===== src/rtl/oddeven_pkg.sv =====
// Shared types and constants for the odd/even stream classifier.
package oddeven_pkg;

  typedef enum logic {
    MODE_LSB    = 1'b0,
    MODE_PARITY = 1'b1
  } mode_e;

  typedef enum logic {
    ST_EMPTY = 1'b0,
    ST_FULL  = 1'b1
  } state_e;

  localparam logic ODD  = 1'b1;
  localparam logic EVEN = 1'b0;

endpackage


===== src/rtl/oddeven_classify.sv =====
// Combinational odd/even decision: numeric LSB or XOR-parity of the sample.
module oddeven_classify
  import oddeven_pkg::*;
#(
  parameter int WIDTH = 4
) (
  input  logic [WIDTH-1:0] data,
  input  mode_e            mode,
  output logic             is_odd
);

  always_comb begin
    is_odd = EVEN;
    case (mode)
      MODE_LSB:    is_odd = data[0];
      MODE_PARITY: is_odd = ^data;
      default:     is_odd = EVEN;
    endcase
  end

endmodule


===== src/rtl/oddeven_stream.sv =====
// Streaming odd/even classifier with a one-entry result register and
// saturating per-class counters.
module oddeven_stream
  import oddeven_pkg::*;
#(
  parameter int WIDTH = 4,
  parameter int OUT_W = 4,
  parameter int CNT_W = 8
) (
  input  logic             clk,
  input  logic             rst_n,
  input  logic             in_valid,
  output logic             in_ready,
  input  logic [WIDTH-1:0] in_data,
  input  logic             mode,
  input  logic             clear,
  output logic             out_valid,
  input  logic             out_ready,
  output logic [OUT_W-1:0] out_data,
  output logic [CNT_W-1:0] odd_cnt,
  output logic [CNT_W-1:0] even_cnt,
  output logic             sat
);

  localparam logic [CNT_W-1:0] CNT_MAX = '1;

  state_e           state_q;
  logic             vld_q;
  logic [OUT_W-1:0] data_q;
  logic [CNT_W-1:0] odd_cnt_q, odd_cnt_d;
  logic [CNT_W-1:0] even_cnt_q, even_cnt_d;
  logic             sat_q, sat_d;

  logic             is_odd;
  logic             accept;
  mode_e            mode_s;

  assign mode_s   = mode_e'(mode);
  assign in_ready = (state_q == ST_EMPTY) || out_ready;
  assign accept   = in_valid && in_ready;

  oddeven_classify #(
    .WIDTH (WIDTH)
  ) u_classify (
    .data   (in_data),
    .mode   (mode_s),
    .is_odd (is_odd)
  );

  // Holding register: a simultaneous drain and accept stays FULL with new data.
  always_ff @(posedge clk or negedge rst_n) begin
    if (!rst_n) begin
      state_q <= ST_EMPTY;
      vld_q   <= 1'b0;
      data_q  <= '0;
    end else begin
      case (state_q)
        ST_EMPTY: begin
          if (accept) begin
            state_q <= ST_FULL;
            vld_q   <= 1'b1;
            data_q  <= OUT_W'(is_odd);
          end
        end
        ST_FULL: begin
          if (accept) begin
            data_q <= OUT_W'(is_odd);
          end else if (out_ready) begin
            state_q <= ST_EMPTY;
            vld_q   <= 1'b0;
          end
        end
        default: begin
          state_q <= ST_EMPTY;
          vld_q   <= 1'b0;
        end
      endcase
    end
  end

  // Clear zeroes the base first so a same-cycle accept lands on 1.
  always_comb begin
    odd_cnt_d  = clear ? '0 : odd_cnt_q;
    even_cnt_d = clear ? '0 : even_cnt_q;
    sat_d      = clear ? 1'b0 : sat_q;
    if (accept) begin
      if (is_odd == ODD) begin
        if (odd_cnt_d == CNT_MAX) sat_d = 1'b1;
        else                      odd_cnt_d = odd_cnt_d + CNT_W'(1);
      end else begin
        if (even_cnt_d == CNT_MAX) sat_d = 1'b1;
        else                       even_cnt_d = even_cnt_d + CNT_W'(1);
      end
    end
  end

  always_ff @(posedge clk or negedge rst_n) begin
    if (!rst_n) begin
      odd_cnt_q  <= '0;
      even_cnt_q <= '0;
      sat_q      <= 1'b0;
    end else begin
      odd_cnt_q  <= odd_cnt_d;
      even_cnt_q <= even_cnt_d;
      sat_q      <= sat_d;
    end
  end

  assign out_valid = vld_q;
  assign out_data  = data_q;
  assign odd_cnt   = odd_cnt_q;
  assign even_cnt  = even_cnt_q;
  assign sat       = sat_q;

endmodule


===== config.mk =====
export PLATFORM = sky130hd
export DESIGN_NAME = oddeven_stream
export DESIGN_NICKNAME = d
export VERILOG_FILES = /design/src/rtl/oddeven_pkg.sv /design/src/rtl/oddeven_classify.sv /design/src/rtl/oddeven_stream.sv
export SDC_FILE = /design/constraint.sdc
export NUM_CORES = 1
export LEC_CHECK = 0
export CORE_ASPECT_RATIO = 1.25
export CORE_UTILIZATION = 45
export CTS_CLUSTER_DIAMETER = 150
export DETAILED_ROUTE_END_ITERATION = 16
export PLACE_DENSITY_LB_ADDON = 0.1
export SLEW_MARGIN = 25
export SYNTH_ARGS = -nofsm -noshare
export SYNTH_HDL_FRONTEND = slang
export SYNTH_SLANG_ARGS = --single-unit

===== constraint.sdc =====
create_clock -name clk -period 2.9 [get_ports clk]
set_input_delay 0.58 -clock clk [delete_from_list [all_inputs] [get_ports clk]]
set_output_delay 0.58 -clock clk [all_outputs]
set_load 0.02 [all_outputs]

* Yosys cells after proc, flatten, opt, wreduce, memory -nomap -nowiden *
Index checks and enable logic that the tools add are counted.

word-level totals
  bits in registers = 23
  input bits = 10
  output and inout bits = 23
  word-level logic and storage cells = 42

operators by class
  $add $sub $neg = 2
  equal/unequal tests = 5
  mux-type cells = 23
  bitwise operators = 2
  reduce and logical (&&, ||, !) cells = 4

operators by type and width
  kind                                           number
  two-way mux 8 bit                              8
  adder 8 x 1 -> 8 bit (second input constant)   2
  == test 8 bit (second input constant)          2
  two-way mux 1 bit                              11
  inequality test 2 bit (second input constant)  3
  case mux 1 bit (2 select lines)                3
  two-way mux 4 bit                              1
  XOR reduction 4 bit                            1
  AND reduction 3 bit                            1
  NOT 1 bit                                      2
  logical AND 1 bit                              1
  logical OR 1 bit                               1

* Longest topological paths before layout *
  depth in word-level cells = 5
  depth in mapped cells = 6
  gate-level depth less buffers = 5

* Cells and area by module *
Synthesis repeated with hierarchy kept, for this count alone.

unflattened totals
  cells, all modules = 116
  area total of the unflattened synthesis = 1,153.6 um^2

modules (own cells, without submodules)
  module            times used  cells an instance  area each (um^2)  seq. area each (um^2)
  oddeven_stream    1           113                1,117.3           500.5
  oddeven_classify  1           3                  36.3              0.0

* Worst setup path after synthesis *
No wires, ideal clock.

  kind = input -> register
  start = in in_data[1]
  end = reg odd_cnt_q[2] (netlist: odd_cnt[2])
  library setup time = 125 ps
  data arrival time = 1,950 ps
  required time = 2,775 ps
  setup slack = 825 ps
  cell stages on the path = 6
  path buffers = 1
  cell sequence = xor3_2 > a21oi_1 > nand2b_1 > buf_6 > and4b_1 > mux2_4

between the ends
  cells in the longest elaborated chain, start to end = 4

ends and longest elaborated chain
  element                          line                    source
  start: declaration               oddeven_stream.sv:14    input logic [WIDTH-1:0] in_data,
  XOR reduction 4 bit              oddeven_classify.sv:16  MODE_PARITY: is_odd = ^data;
  case mux 1 bit (2 select lines)  oddeven_classify.sv:14  case (mode)
  two-way mux 8 bit                oddeven_stream.sv:87    if (is_odd == ODD) begin
  two-way mux 8 bit                oddeven_stream.sv:86    if (accept) begin
  net odd_cnt_d[2]                 oddeven_stream.sv:30    logic [CNT_W-1:0] odd_cnt_q, odd_cnt_d;
  end signal: assignment           oddeven_stream.sv:103   odd_cnt_q <= odd_cnt_d;
  end: declaration                 oddeven_stream.sv:30

The timed path passes the listed nets, and every way through them passes these cells.
A chain may end at the register's enable or synchronous reset.

* Worst setup path in the final report *
  start = in out_ready
  end = out in_ready

between the ends
  cells in the longest elaborated chain, start to end = 1

ends and longest elaborated chain
  element             line                  source
  start: declaration  oddeven_stream.sv:18  input logic out_ready,
  logical OR 1 bit    oddeven_stream.sv:39  assign in_ready = (state_q == ST_EMPTY) || out_ready;
  end: declaration    oddeven_stream.sv:13  output logic in_ready,

No other way between the ends.

==> results.yml <==
run_status:
  outcome: "finished clean"
timing:
  finalHoldViolations: 0
  post-route-period-util_pct: 86.3
  fin_setup_tns_ps: 0
  rsz0062_at_grt: "no"
  final.min_clock_period_ps: 2500
  holdWs_ps: 477
  final_max_slew_viol_count: 0
  setup_viol: 0
  fmax_mhz: 399
  finClkSkew_ps: 4.49
route:
  antenna_left: 0
  route.vias.total: 983
  totalWireLength_um: 2320
  drtPass1Iterations: 4
  drcViolationCount: 0
  avgRoutedWirePerCell_um: 12.7
  drt-vias-per-instance: 5.40
  drt_iter0_markers: 26
layout:
  final_cell_mix: "clkdlybuf4s50_1 (29), dfrtp_1 (20), nand2_1 (10)"
  drive_above_1_share_pct: 9.40
  postLayoutCellArea_um2: 1500
  diodes: 0
  area_delta_synth_final_pct: 30.7
  nNetsFinal: 160
  n_fill_cell: 213
  final_common_cell: "clkdlybuf4s50_1"
clock_tree:
  tritoncts: "yes"
  hold_buffers: 0
  clk_pin_slew_worst_paths_ps: 110
  clock_latency_ps: 290
  cts_resized: 0
  cts_made_buffers: 3
  clkSinkCount: 20
  htree_levels: 1
  cts.path.max_buffers: 2
  postCtsSetupBuffers: 0
  cts-root-buf: "clkbuf_4"
power:
  netSwitchingFraction_pct: 26.9
  p_per_area_nw_per_um2: 385
  seq_power_share_pct: 52.4
  pwr-share-comb_pct: 20.0
  ir_drop_mv: 0.230
  pwr-share-clk_pct: 27.6
  power.net_switching_uw: 155
  intPower_uw: 422
  power_leakage_uw: 0.000622
worst_setup_path:
  critical_path_arrival_ps: 1920
  critPathCaptureType: "primary output"
  crit_start: "out_ready"
  criticalPathCategory: "in2out"
  crit-reg2reg-launch: "even_cnt[0]"
  cp_max_fo: 6
  endpoint: "in_ready"
  rr_worst_depth: 5
  rrSetupSlack_ps: 1020
  setup.worst_path.start_class: "primary input"
  required_ps: 2320
  r2r_end: "even_cnt[2]"
global_route:
  grt_max_degree: 21
  grt_pass1_wl_um: 3800
  first_global_vias: 881
  grt.total_usage_pct: 18.9
  antenna_found_initial: 0
  overflow: 0
worst_hold_path:
  hold_path_class: "reg2reg"
die:
  chipHeight_um: 58.4
  rows: 20
  die_w_um: 47.1
  core-area_um2: 2430
  initial_core_util_pct: 47.2
  die-area_um2: 2750
  ios: 33
logic_synthesis:
  netlist_instances: 118
  synth_warnings: 0
  synth_largest_area_cell: "dfrtp_1"
  synth_top_area_share_pct: 43.7
  synth_area_um2: 1150
  yosys_register_bits: 20
  synth_cell_types: 37
  syn_area_per_cell_um2: 9.71
  synth_seq_area_share_pct: 43.7
  synth.area.top_cells: "dfrtp_1 (44%), nor2b_1 (4.4%), nand2_1 (3.3%)"
placed_design:
  hpwlAfterDp_um: 1690
  post_dp_cell_area_um2: 1460
  port-buffer-count: 29
  place.gp.congestion: 0.741
job:
  max_cap_viol_count: 0
cell type report:
class	count	area, um^2	area share [%]
multi-input combinational	89	588	39.3
sequential	20	500	33.4
timing repair buffer	33	320	21.4
tap	33	41.3	2.76
clock buffer	4	36.3	2.42
inverter	3	11.3	0.752
power by group through the flow:
| stage | registers (uW) | clock network, uW | logic (uW) |
|---|---|---|---|
| 5_1_grt | 304 | 179 | 125 |
| 3_5_place_dp | 308 | 0 | 116 |
| 4_1_cts | 303 | 169 | 117 |
| 2_1_floorplan | 320 | 0 | 54.2 |
| 3_3_place_gp | 308 | 0 | 115 |
| 6_report | 302 | 159 | 116 |
worst min path at each step:
stage                 start  slack [ps]           to  depth (start not counted)
global placement    state_q         450    out_valid                          1
CTS                 state_q         480    out_valid                          1
finish              state_q         480    out_valid                          1
global route        state_q         490    out_valid                          1
floorplan             rst_n         280  even_cnt[0]                          0
detailed placement  state_q         460    out_valid                          1
routing by layer:
layer / track usage (%) / share of wire (%)
met1: 24.7 / 44
met2: 30.2 / 50
met3: 3.07 / 5.3
met4: 8.57 / 0.82
met5: 0 / 0
synth_stat cells:
cell type,instances
dfrtp_1,20
nand2_1,10
nor2_1,9
nor2b_1,8
a21oi_1,7
a31oi_1,5
buf_4,4
nand2b_1,4
nand4_1,4
nor3_1,4
and2_1,3
and3_1,3
inv_1,3
mux2_1,3
nand3_1,3
a211oi_1,2
a311oi_1,2
and4b_1,2
clkbuf_1,2
nor3b_2,2
xnor2_1,2
and3_4,1
and4_1,1
and4_4,1
buf_2,1
buf_6,1
conb_1,1
mux2_4,1
mux2i_1,1
nand3b_1,1
nand4b_1,1
nor4_1,1
o221ai_1,1
o41ai_1,1
or3_1,1
or4b_1,1
xor3_2,1
metrics by stage:
| step | power, uW | std cells | utilization [%] | setup WS (ps) |
|---|---|---|---|---|
| after floorplan | 374 | 120 | - | 825 |
| after global placement | 423 | 178 | 60.2 | 289 |
| after detailed placement | 424 | 178 | 60.2 | 219 |
| after CTS | 589 | 182 | 61.7 | 397 |
| after global routing | 608 | 182 | 61.7 | 352 |
| final | 577 | 182 | 61.7 | 396 |
state kept, by name, summed over array words and instances (netlist names):
| register | count |
|---|---|
| even_cnt | 8 |
| odd_cnt | 8 |
| out_data | 1 |
| out_valid | 1 |
| sat | 1 |
| state_q | 1 |
critical path, stage by stage:
cell and delay (ps):
clkdlybuf4s50_1 480, nand2b_1 220, clkdlybuf4s50_1 650
cells by family (layout without fill, tap and decap cells):
family / count (synthesis) / after routing / synth area share, %
buffers and inverters: 11 / 40 / 5.68
muxes: 5 / 5 / 5.13
AOI/OAI and AO/OA: 18 / 18 / 10.2
and+or+nand+nor: 60 / 60 / 31.3
xor gates and xnor gates: 3 / 3 / 3.71
other: 1 / 3 / 0.327
DFF: 20 / 20 / 43.7
Note: power is estimated with default switching activity, not from simulation.
